===== config.mk =====
export PLATFORM = sky130hd
export DESIGN_NAME = gray_decoder_flat
export DESIGN_NICKNAME = d
export VERILOG_FILES = /design/src/rtl/gray_decoder_if.sv /design/src/rtl/gray_decoder.sv /design/src/flat_wrapper.sv
export SDC_FILE = /design/constraint.sdc
export NUM_CORES = 1
export LEC_CHECK = 0
export ABC_AREA = 1
export ABC_CLOCK_PERIOD_IN_PS = 2400
export BUFFER_PORTS_ARGS = -buffer_cell sky130_fd_sc_hd__buf_2
export CAP_MARGIN = 10
export CELL_PAD_IN_SITES_DETAIL_PLACEMENT = 0
export CELL_PAD_IN_SITES_GLOBAL_PLACEMENT = 1
export CORE_MARGIN = 3
export CORE_UTILIZATION = 41
export CTS_BUF_LIST = sky130_fd_sc_hd__clkbuf_4 sky130_fd_sc_hd__clkbuf_8
export CTS_CLUSTER_SIZE = 12
export DETAILED_ROUTE_END_ITERATION = 6
export PLACE_DENSITY = 0.82
export REMOVE_ABC_BUFFERS = 1
export SYNTH_ARGS = -nofsm -noshare
export SYNTH_HDL_FRONTEND = slang
export SYNTH_SLANG_ARGS = --single-unit

===== constraint.sdc =====
create_clock -name clock -period 2.4 [get_ports clock]
set_input_delay 0.48 -clock clock [delete_from_list [all_inputs] [get_ports clock]]
set_output_delay 0.48 -clock clock [all_outputs]
set_load 0.05 [all_outputs]

===== src/rtl/gray_decoder_if.sv =====
// gray_decoder_if: sample/fault-ack inputs and decoded status outputs of the Gray-code decoder
//   master: source side, drives gray_in/sample_en/error_ack and observes the results
//   slave : decoder side, receives the inputs and drives bin_out/position/step_valid/dir/locked/error
interface gray_decoder_if #(
  parameter int WIDTH     = 2,
  parameter int POS_WIDTH = 8
);
  logic [WIDTH-1:0]     gray_in;
  logic                 sample_en;
  logic                 error_ack;
  logic [WIDTH-1:0]     bin_out;
  logic [POS_WIDTH-1:0] position;
  logic                 step_valid;
  logic                 dir;
  logic                 locked;
  logic                 error;
  modport master (
    output gray_in, sample_en, error_ack,
    input  bin_out, position, step_valid, dir, locked, error
  );
  modport slave (
    input  gray_in, sample_en, error_ack,
    output bin_out, position, step_valid, dir, locked, error
  );
endinterface


===== src/rtl/gray_decoder.sv =====
// gray_decoder: samples a Gray-coded count, converts it to binary, classifies each step and tracks position
//   clock   : rising-edge clock
//   clear_n : asynchronous active-low reset
//   bus_if  : gray_decoder_if.slave (gray_in, sample_en, error_ack in; bin_out, position, step_valid, dir, locked, error out)
module gray_decoder #(
  parameter int WIDTH     = 2,
  parameter int POS_WIDTH = 8
) (
  input logic          clock,
  input logic          clear_n,
  gray_decoder_if.slave bus_if
);
  typedef enum logic [1:0] {UNLOCKED, LOCKED, FAULT} state_t;
  state_t               state_q, state_d;
  logic [WIDTH-1:0]     bin_c, diff_c;
  logic [WIDTH-1:0]     prev_bin_q, prev_bin_d;
  logic [WIDTH-1:0]     bin_out_q, bin_out_d;
  logic [POS_WIDTH-1:0] pos_q, pos_d;
  logic                 step_valid_q, step_valid_d;
  logic                 dir_q, dir_d;
  logic                 locked_q, locked_d;
  logic                 error_q, error_d;
  logic                 up_c, dn_c, hold_c, bad_c;
  // each binary bit is the XOR of all Gray bits at and above it
  for (genvar i = 0; i < WIDTH; i++) begin : g_conv
    assign bin_c[i] = ^bus_if.gray_in[WIDTH-1:i];
  end
  assign diff_c = bin_c - prev_bin_q;
  assign hold_c = diff_c == '0;
  assign up_c   = diff_c == WIDTH'(1);
  assign dn_c   = diff_c == '1;
  assign bad_c  = !(hold_c || up_c || dn_c);
  always_ff @(posedge clock or negedge clear_n) begin
    if (!clear_n) begin
      state_q      <= UNLOCKED;
      prev_bin_q   <= '0;
      bin_out_q    <= '0;
      pos_q        <= '0;
      step_valid_q <= 1'b0;
      dir_q        <= 1'b0;
      locked_q     <= 1'b0;
      error_q      <= 1'b0;
    end else begin
      state_q      <= state_d;
      prev_bin_q   <= prev_bin_d;
      bin_out_q    <= bin_out_d;
      pos_q        <= pos_d;
      step_valid_q <= step_valid_d;
      dir_q        <= dir_d;
      locked_q     <= locked_d;
      error_q      <= error_d;
    end
  end
  // error_ack takes priority in FAULT; any sample in that cycle is dropped
  always_comb begin
    state_d = state_q;
    case (state_q)
      UNLOCKED: state_d = bus_if.sample_en ? LOCKED : UNLOCKED;
      LOCKED:   state_d = (bus_if.sample_en && bad_c) ? FAULT : LOCKED;
      FAULT:    state_d = bus_if.error_ack ? UNLOCKED : FAULT;
      default:  state_d = UNLOCKED;
    endcase
  end
  always_comb begin
    prev_bin_d   = prev_bin_q;
    bin_out_d    = bin_out_q;
    pos_d        = pos_q;
    step_valid_d = 1'b0;
    dir_d        = dir_q;
    error_d      = error_q;
    if (state_q == UNLOCKED && bus_if.sample_en) begin
      prev_bin_d = bin_c;
      bin_out_d  = bin_c;
      pos_d      = '0;
    end
    if (state_q == LOCKED && bus_if.sample_en) begin
      // an illegal jump freezes position and the reference sample
      prev_bin_d   = bad_c ? prev_bin_q : bin_c;
      bin_out_d    = bad_c ? bin_out_q : bin_c;
      pos_d        = up_c ? pos_q + POS_WIDTH'(1) : dn_c ? pos_q - POS_WIDTH'(1) : pos_q;
      dir_d        = up_c ? 1'b1 : dn_c ? 1'b0 : dir_q;
      step_valid_d = up_c || dn_c;
      error_d      = bad_c;
    end
    if (state_q == FAULT && bus_if.error_ack) error_d = 1'b0;
    locked_d = state_d == LOCKED;
  end
  assign bus_if.bin_out    = bin_out_q;
  assign bus_if.position   = pos_q;
  assign bus_if.step_valid = step_valid_q;
  assign bus_if.dir        = dir_q;
  assign bus_if.locked     = locked_q;
  assign bus_if.error      = error_q;
endmodule


===== src/flat_wrapper.sv =====
// flat-port wrapper written by rule: the top's interface ports become plain ports
module gray_decoder_flat 
#(
  parameter int WIDTH     = 2,
  parameter int POS_WIDTH = 8
)
  (clock, clear_n, bus_if_gray_in, bus_if_sample_en, bus_if_error_ack, bus_if_bin_out, bus_if_position, bus_if_step_valid, bus_if_dir, bus_if_locked, bus_if_error);
  gray_decoder_if #(.WIDTH(WIDTH), .POS_WIDTH(POS_WIDTH)) bus_if_i ();
  input logic clock;
  input logic clear_n;
  input wire logic [$bits(bus_if_i.gray_in)-1:0] bus_if_gray_in;
  input wire logic [$bits(bus_if_i.sample_en)-1:0] bus_if_sample_en;
  input wire logic [$bits(bus_if_i.error_ack)-1:0] bus_if_error_ack;
  output wire logic [$bits(bus_if_i.bin_out)-1:0] bus_if_bin_out;
  output wire logic [$bits(bus_if_i.position)-1:0] bus_if_position;
  output wire logic [$bits(bus_if_i.step_valid)-1:0] bus_if_step_valid;
  output wire logic [$bits(bus_if_i.dir)-1:0] bus_if_dir;
  output wire logic [$bits(bus_if_i.locked)-1:0] bus_if_locked;
  output wire logic [$bits(bus_if_i.error)-1:0] bus_if_error;
  assign bus_if_i.gray_in = bus_if_gray_in;
  assign bus_if_i.sample_en = bus_if_sample_en;
  assign bus_if_i.error_ack = bus_if_error_ack;
  assign bus_if_bin_out = bus_if_i.bin_out;
  assign bus_if_position = bus_if_i.position;
  assign bus_if_step_valid = bus_if_i.step_valid;
  assign bus_if_dir = bus_if_i.dir;
  assign bus_if_locked = bus_if_i.locked;
  assign bus_if_error = bus_if_i.error;
  gray_decoder #(.WIDTH(WIDTH), .POS_WIDTH(POS_WIDTH)) u_core (.clock(clock), .clear_n(clear_n), .bus_if(bus_if_i));
endmodule

### Word level (Yosys, flattened, before mapping)

Index checks and enable logic that the tools add are counted.

| cells by class | value |
|---|---|
| equality and inequality tests | 7 |
| reductions and logical operators | 17 |
| add/subtract/negate cells | 3 |
| muxes and demuxes | 16 |

Operator list:

| cell | count |
|---|---|
| $mux 8 | 4 |
| $mux 2 | 5 |
| $add 8x1->8 const B | 1 |
| $sub 8x1->8 const B | 1 |
| $eq 2x1->1 const B | 3 |
| $mux 1 | 6 |
| $pmux 2 s3 | 1 |
| $reduce_and 2->1 | 3 |
| $reduce_bool 2->1 | 3 |
| $eq 2x2->1 const B | 2 |
| $logic_and 1x1->1 | 4 |
| $logic_not 2->1 | 2 |
| $logic_or 1x1->1 | 3 |
| $ne 3x1->1 const B | 1 |
| $ne 2x1->1 const B | 1 |
| $reduce_xor 2->1 | 1 |
| $sub 2x2->2 | 1 |
| $logic_not 1->1 | 1 |

| word-level totals | value |
|---|---|
| word-level logic and storage cells | 50 |
| flip-flop bits (word level) | 16 |
| input port bits | 6 |
| output and inout bits | 14 |

### Longest topological paths before layout

Gate-level depths: netlist of the first run.

| logic depth | value |
|---|---|
| depth in word-level cells | 10 |
| gate-level depth with buffers | 15 |
| gate-level depth less buffers | 15 |

### Least setup slack after synthesis of the first run

OpenSTA, ideal clock, no wires.

| timing | value |
|---|---|
| kind | reg2reg |
| start point | register u_core.prev_bin_q[0] |
| end point | register u_core.pos_q[7] (netlist: u_core.bus_if.position[7]) |
| period minus slack after synthesis | 2.260 ns |
| setup slack | 0.140 ns |
| stages on the path, launching flop included | 13 |
| data required time | 2.282 ns |
| data arrival time | 2.142 ns |
| cells stage by stage | dfrtp_1 > ha_1 > inv_1 > nand3_1 > nand2_2 > nand2_2 > ha_1 > a21oi_1 > nand2_1 > a21oi_1 > nand3_1 > nand3_1 > nand2_1 |

| between the ends | value |
|---|---|
| cells in the longest elaborated chain, start to end | 4 |

Ends and longest elaborated chain:

| element | line | RTL |
|---|---|---|
| start, declared | gray_decoder.sv:16 | `logic [WIDTH-1:0] prev_bin_q, prev_bin_d;` |
| start signal, assigned | gray_decoder.sv:45 | `prev_bin_q <= prev_bin_d;` |
| $sub 2x2->2 (*) | gray_decoder.sv:28 | `assign diff_c = bin_c - prev_bin_q;` |
| $eq 2x2->1 / $eq 2x1->1 (equally long branches) | gray_decoder.sv:31, gray_decoder.sv:30 |  |
| $ne 3x1->1 (no source line) / $mux 8 (equally long branches) | n/a |  |
| $reduce_and 2->1 (no source line) / $mux 8 (equally long branches) | n/a |  |
| end signal, assigned | gray_decoder.sv:47 | `pos_q <= pos_d;` |
| end, declared | gray_decoder.sv:18 | `logic [POS_WIDTH-1:0] pos_q, pos_d;` |

Mark *: on every way between the ends. The rest lies on a longest branch, timed or not.
A chain may end at the register's enable or synchronous reset.

### Worst setup path in the final report of the first run

| timing | value |
|---|---|
| start point | input bus_if_gray_in[1] |
| end point | register u_core.pos_q[7] (netlist: u_core.bus_if.position[7]) |

| between the ends | value |
|---|---|
| cells in the longest elaborated chain, start to end | 5 |

Ends and longest elaborated chain:

| element | line | RTL |
|---|---|---|
| start, declared | flat_wrapper.sv:11 | `input wire logic [$bits(bus_if_i.gray_in)-1:0] bus_if_gray_in;` |
| $reduce_xor 2->1 | gray_decoder.sv:26 | `assign bin_c[i] = ^bus_if.gray_in[WIDTH-1:i];` |
| $sub 2x2->2 (*) | gray_decoder.sv:28 |  |
| $eq 2x2->1 / $eq 2x1->1 (equally long branches) | gray_decoder.sv:31, gray_decoder.sv:30 |  |
| $ne 3x1->1 (no source line) / $mux 8 (equally long branches) | n/a |  |
| $reduce_and 2->1 (no source line) / $mux 8 (equally long branches) | n/a |  |

Marks and branches as above.

==> impl_metrics.json, run 1 <==
{
  "start_util_pct": 45.6,
  "hp-class": "in -> async",
  "cp.required_ns": 2.60,
  "async_flop_share_pct": 100,
  "grt_max_degree": 17,
  "first_pass_iters": 4,
  "viasPerCell": 4.94,
  "slew_headroom_pct": 74.7,
  "rsz0062_at_grt": "false",
  "crit_path_top_delay_cell": "ha_1",
  "synth_cells": 137,
  "fin_hold_ws_ns": 0.0818,
  "die-height_um": 56.8,
  "dieArea_um2": 3220,
  "post-route-util_pct": 56.0,
  "core-area_um2": 2320,
  "ant_nets": 0,
  "cp_data_arrival_time_ns": 2.37,
  "ys_types": 25,
  "path_max_fanout": 8,
  "syn_area_um2": 1060,
  "globalRouteMet1Util_pct": 22.6,
  "grt_pass1_vias": 930,
  "die_w_um": 56.8,
  "portBuffers": 19,
  "syn_to_final_growth_pct": 22.8,
  "start_kind": "primary input",
  "cp_cell_sequence": "buf_2 -> xnor2_1 -> ha_1 -> inv_1 -> nand2_2 -> ha_1 -> a21oi_1 -> nand2_1 -> a21oi_1 -> nand3_1 -> nand3_1 -> nand2_1",
  "holdBufCountCts": 0,
  "fillerInstances": 214,
  "globalRouteMet3Util_pct": 2.76,
  "post-route-min-period_ns": 2.17,
  "maxCapViolations": 0,
  "path_clk_slew_ns": 0.11,
  "synthFlopType": "dfrtp_1",
  "antenna_found_initial": 0,
  "post-dp-hpwl_mm": 1.80,
  "grt-busiest-layer": "met2",
  "gp_congestion": 0.789,
  "post-route-period-util_pct": 90.3,
  "status": "complete, no violations",
  "layout-drive-gt1-share_pct": 28.2,
  "setup_viol": 0,
  "drc": 0,
  "syn_avg_cell_area_um2": 7.72,
  "grt_use_total_pct": 16.3,
  "clock-sinks": 16,
  "fin_nets": 186,
  "cts-root-buf": "clkbuf_4",
  "clock_path_buffers": 2,
  "crit_type": "in -> reg",
  "cts_tree": "done",
  "cts_made_buffers": 3,
  "synth_seq_cells": 16,
  "grt_use_met2_pct": 25.1,
  "crit_path_max_incr_delay_ns": 0.36,
  "totalWireLength_mm": 2.30,
  "cts_resized": 0,
  "synth.yosys.warnings": 0,
  "cts_setup_buffers": 0,
  "cp-end-kind": "flip-flop",
  "finalHoldViolations": 0,
  "dr.first_iter.drc_count": 13,
  "yosysSeqAreaShare_pct": 37.9,
  "overflow": 0,
  "tightest_slew_ns": 0.379,
  "clock_latency_ns": 0.29,
  "slew_violations": 0,
  "grt_pass1_wl_mm": 4.11,
  "insertedDiodeCount": 0,
  "skew_ns": 0.00486,
  "wl_per_cell_um": 11.6,
  "h-tree-depth": 1,
  "ios": 20,
  "fmaxAchievable_ghz": 0.462,
  "std_cell_rows": 17,
  "synth_edf_count": 0,
  "vias": 978
}
==> layer usage <==
metal  routed length [um]  part of all wire (%)
met1                 1120                    49
met5                    0                     0
met3                  103                   4.5
met2                 1060                    46
met4                   17                  0.74
==> cells in the final DEF (no fill, tap or decap), types with 2 or more instances in the layout <==
cell / Yosys / final
nand2_2: 4 / 4
a21oi_1: 4 / 4
nand3_1: 15 / 15
clkbuf_4: 0 / 3
buf_4: 0 / 10
dfrtp_1: 16 / 16
buf_2: 0 / 19
inv_2: 3 / 3
inv_1: 15 / 15
nor2_1: 6 / 6
ha_1: 8 / 8
o21ai_1: 5 / 5
nand2_1: 39 / 39
o21ai_0: 7 / 7
inv_4: 2 / 2
==> Yosys cell counts, types with 2 or more instances <==
cell | count | area, um^2
nor2_1 | 6 | 22.5
o21ai_0 | 7 | 35.0
inv_4 | 2 | 12.5
ha_1 | 8 | 100
nand3_1 | 15 | 75.1
nand2_1 | 39 | 146
a21oi_1 | 4 | 20.0
inv_2 | 3 | 11.3
inv_1 | 15 | 56.3
dfrtp_1 | 16 | 400
nand2_2 | 4 | 25.0
o21ai_1 | 5 | 25.0
==> area by class of cell <==
class / instances / area (um^2) / share of cell area (%)
timing repair buffer: 29 / 170 / 13.1
inverter: 20 / 80.1 / 6.17
clock buffer: 4 / 36.3 / 2.79
multi-input combinational: 101 / 577 / 44.4
tap: 28 / 35.0 / 2.70
sequential: 16 / 400 / 30.8
==> sequential cells by signal, indices dropped and copies added, names as in the netlist <==
signal	cells
u_core.bus_if.step_valid	1
u_core.bus_if.position	8
u_core.state_q	2
u_core.bus_if.error	1
u_core.prev_bin_q	2
u_core.bus_if.dir	1
u_core.bus_if.locked	1
==> through the flow <==
step	setup slack (ns)	cells	area [um^2]	TNS (ns)
floorplan	0.140	137	1060	0
global placement	-0.0299	194	1260	-0.0299
detailed placement	-0.0801	194	1260	-0.159
CTS	0.223	198	1300	0
global route	0.0427	198	1300	0
finish	0.233	198	1300	0
==> critical path, delay by kind of cell <==
kind / cells / cell delay, ns
buf+inv: 2 / 0.20
fa+ha+maj: 2 / 0.64
compound gates: 2 / 0.33
xor+xnor: 1 / 0.21
simple gates: 5 / 0.52
==> logic make-up (layout without fill, tap and decap cells) <==
kind of cell	after synthesis	after routing	share of synthesized area [%]
flip-flops	16	16	37.9
buffers and inverters	20	53	7.57
AO/OA/AOI/OAI	21	21	11.2
XOR/XNOR	1	1	0.829
adder cells (fa/ha/maj)	9	9	11.4
AND/OR/NAND/NOR	70	70	31.1
==> worst paths after layout <==
| check | startpoint | end | slack (ns) | cells past startpoint |
|---|---|---|---|---|
| worst min register to register | u_core.state_q[0] | u_core.state_q[1] | 0.50 | 1 |
| worst max-delay path | bus_if_gray_in[1] | u_core.bus_if.position[7] | 0.23 | 12 |
| min in group clock | bus_if_error_ack | u_core.state_q[1] | 0.36 | 2 |
| worst min-delay path | clear_n | u_core.bus_if.position[4] | 0.08 | 1 |
| max in group asynchronous | clear_n | u_core.bus_if.step_valid | 2.04 | 1 |
| worst max register to register | u_core.prev_bin_q[0] | u_core.bus_if.position[7] | 0.25 | 12 |
Power of run 1 is left out: the tool's default activity adds up to more than one toggle a clock period on the data nets, which glitch-free logic cannot reach.
==> run 2, diff against run 1 <==
Settings changed: CELL_PAD_IN_SITES_DETAIL_PLACEMENT 0 to 1, CELL_PAD_IN_SITES_GLOBAL_PLACEMENT 1 to 2, CORE_UTILIZATION 41 to 32, PLACE_DENSITY 0.82 to 0.81.
==> impl_metrics.json, run 2 (synthesis results as in run 1) <==
{
  "die-height_um": 63.5,
  "placed_area_um2": 1310,
  "layout-drive-gt1-share_pct": 30.6,
  "std_cell_rows": 20,
  "tightest_slew_ns": 0.406,
  "die_w_um": 63.5,
  "viasPerCell": 4.70,
  "post-route-period-util_pct": 91.1,
  "cts_setup_buffers": 0,
  "dieArea_um2": 4030,
  "grt_pass1_vias": 1085,
  "crit_type": "reg -> reg",
  "dr.first_iter.drc_count": 37,
  "final_common_cell": "nand2_1",
  "totalWireLength_mm": 2.80,
  "drc": 0,
  "start_util_pct": 34.1,
  "slew_violations": 0,
  "critical_path.top_delay_family": "simple AND/OR/NAND/NOR gates",
  "cp-end-kind": "flip-flop",
  "overflow": 0,
  "antenna_found_initial": 0,
  "largest_register_ffs": 8,
  "start_kind": "flip-flop",
  "path_max_fanout": 9,
  "path_clk_slew_ns": 0.11,
  "clock_path_buffers": 2,
  "clock_latency_ns": 0.30,
  "ios": 20,
  "cts_tree": "done",
  "post-route-min-period_ns": 2.19,
  "fin_nets": 189,
  "setup_viol": 0,
  "hp-class": "in -> async",
  "cts-root-buf": "clkbuf_4",
  "maxCapViolations": 0,
  "clock-sinks": 16,
  "h-tree-depth": 1,
  "gp_congestion": 0.789,
  "vias": 1020,
  "fmaxAchievable_ghz": 0.458,
  "slew_headroom_pct": 72.9,
  "portBuffers": 19,
  "cp.required_ns": 2.60,
  "skew_ns": 0.00235,
  "rsz0062_at_grt": "false",
  "status": "complete, no violations",
  "cp_data_arrival_time_ns": 2.39,
  "wl_per_cell_um": 12.9,
  "crit_path_max_incr_delay_ns": 0.43,
  "core-area_um2": 3100,
  "finalHoldViolations": 0,
  "first_pass_iters": 4,
  "cp_cell_sequence": "ha_1 -> inv_1 -> nand3_1 -> nand2_2 -> nand2_2 -> ha_1 -> a21oi_1 -> nand2_2 -> a21oi_1 -> nand3_1 -> nand3_1 -> nand2_1",
  "cts_made_buffers": 3,
  "grt_use_total_pct": 15.5,
  "cp_num_buf_inv": 1,
  "grt_max_degree": 17,
  "grt_pass1_wl_mm": 4.95,
  "insertedDiodeCount": 0,
  "crit_path_top_delay_cell": "dfrtp_1",
  "syn_to_final_growth_pct": 27.8,
  "post-place-ws_ns": -0.143,
  "finalInstanceArea_um2": 1350,
  "setup_slack_ns": 0.215,
  "ant_nets": 0,
  "post-dp-hpwl_mm": 2.20,
  "final_cell_mix": "38 x nand2_1, 19 x buf_2, 16 x dfrtp_1"
}
## run 2: worst paths after layout
check                                startpoint                        end  slack (ns)  depth (start not counted)
max                        u_core.prev_bin_q[0]  u_core.bus_if.position[7]        0.21                         12
min                                     clear_n  u_core.bus_if.position[7]        0.09                          1
max reg2reg                u_core.prev_bin_q[0]  u_core.bus_if.position[7]        0.21                         12
min reg2reg                   u_core.bus_if.dir          u_core.bus_if.dir        0.51                          2
max in group asynchronous               clear_n  u_core.bus_if.position[2]        2.03                          1
min in group clock             bus_if_error_ack          u_core.state_q[1]        0.36                          2
## run 2: stage by stage
stage | utilization (%) | std cells | hold slack (ns) | setup TNS, ns
floorplan | - | 137 | 0.184 | 0
global placement | 42.1 | 213 | 0.436 | -0.102
detailed placement | 42.1 | 213 | 0.444 | -0.455
CTS | 43.2 | 217 | 0.104 | 0
global route | 43.5 | 217 | 0.0956 | 0
finish | 43.5 | 217 | 0.0898 | 0
## run 2: layer usage
layer	track usage, %	vias to the layer above	wire length, um
met5	0	-	0
met4	4.85	0	40
met3	3.74	5	115
met2	26.3	13	1330
met1	19.1	486	1320
li1	-	516	-
## run 2: area by class of cell
| type | instances | area [um^2] |
|---|---|---|
| Inverter | 20 | 80.1 |
| Clock buffer | 4 | 36.3 |
| Timing Repair Buffer | 32 | 193 |
| Fill cell | 427 | 1750 |
| Tap cell | 44 | 55.1 |
| Sequential cell | 16 | 400 |
| Multi-Input combinational cell | 101 | 587 |
## run 2: repair_timing
action,CTS,global route
setup endpoints to repair,0,3
hold buffers,0,0
gates resized for setup,0,2
Power of run 2 is left out for the same reason.
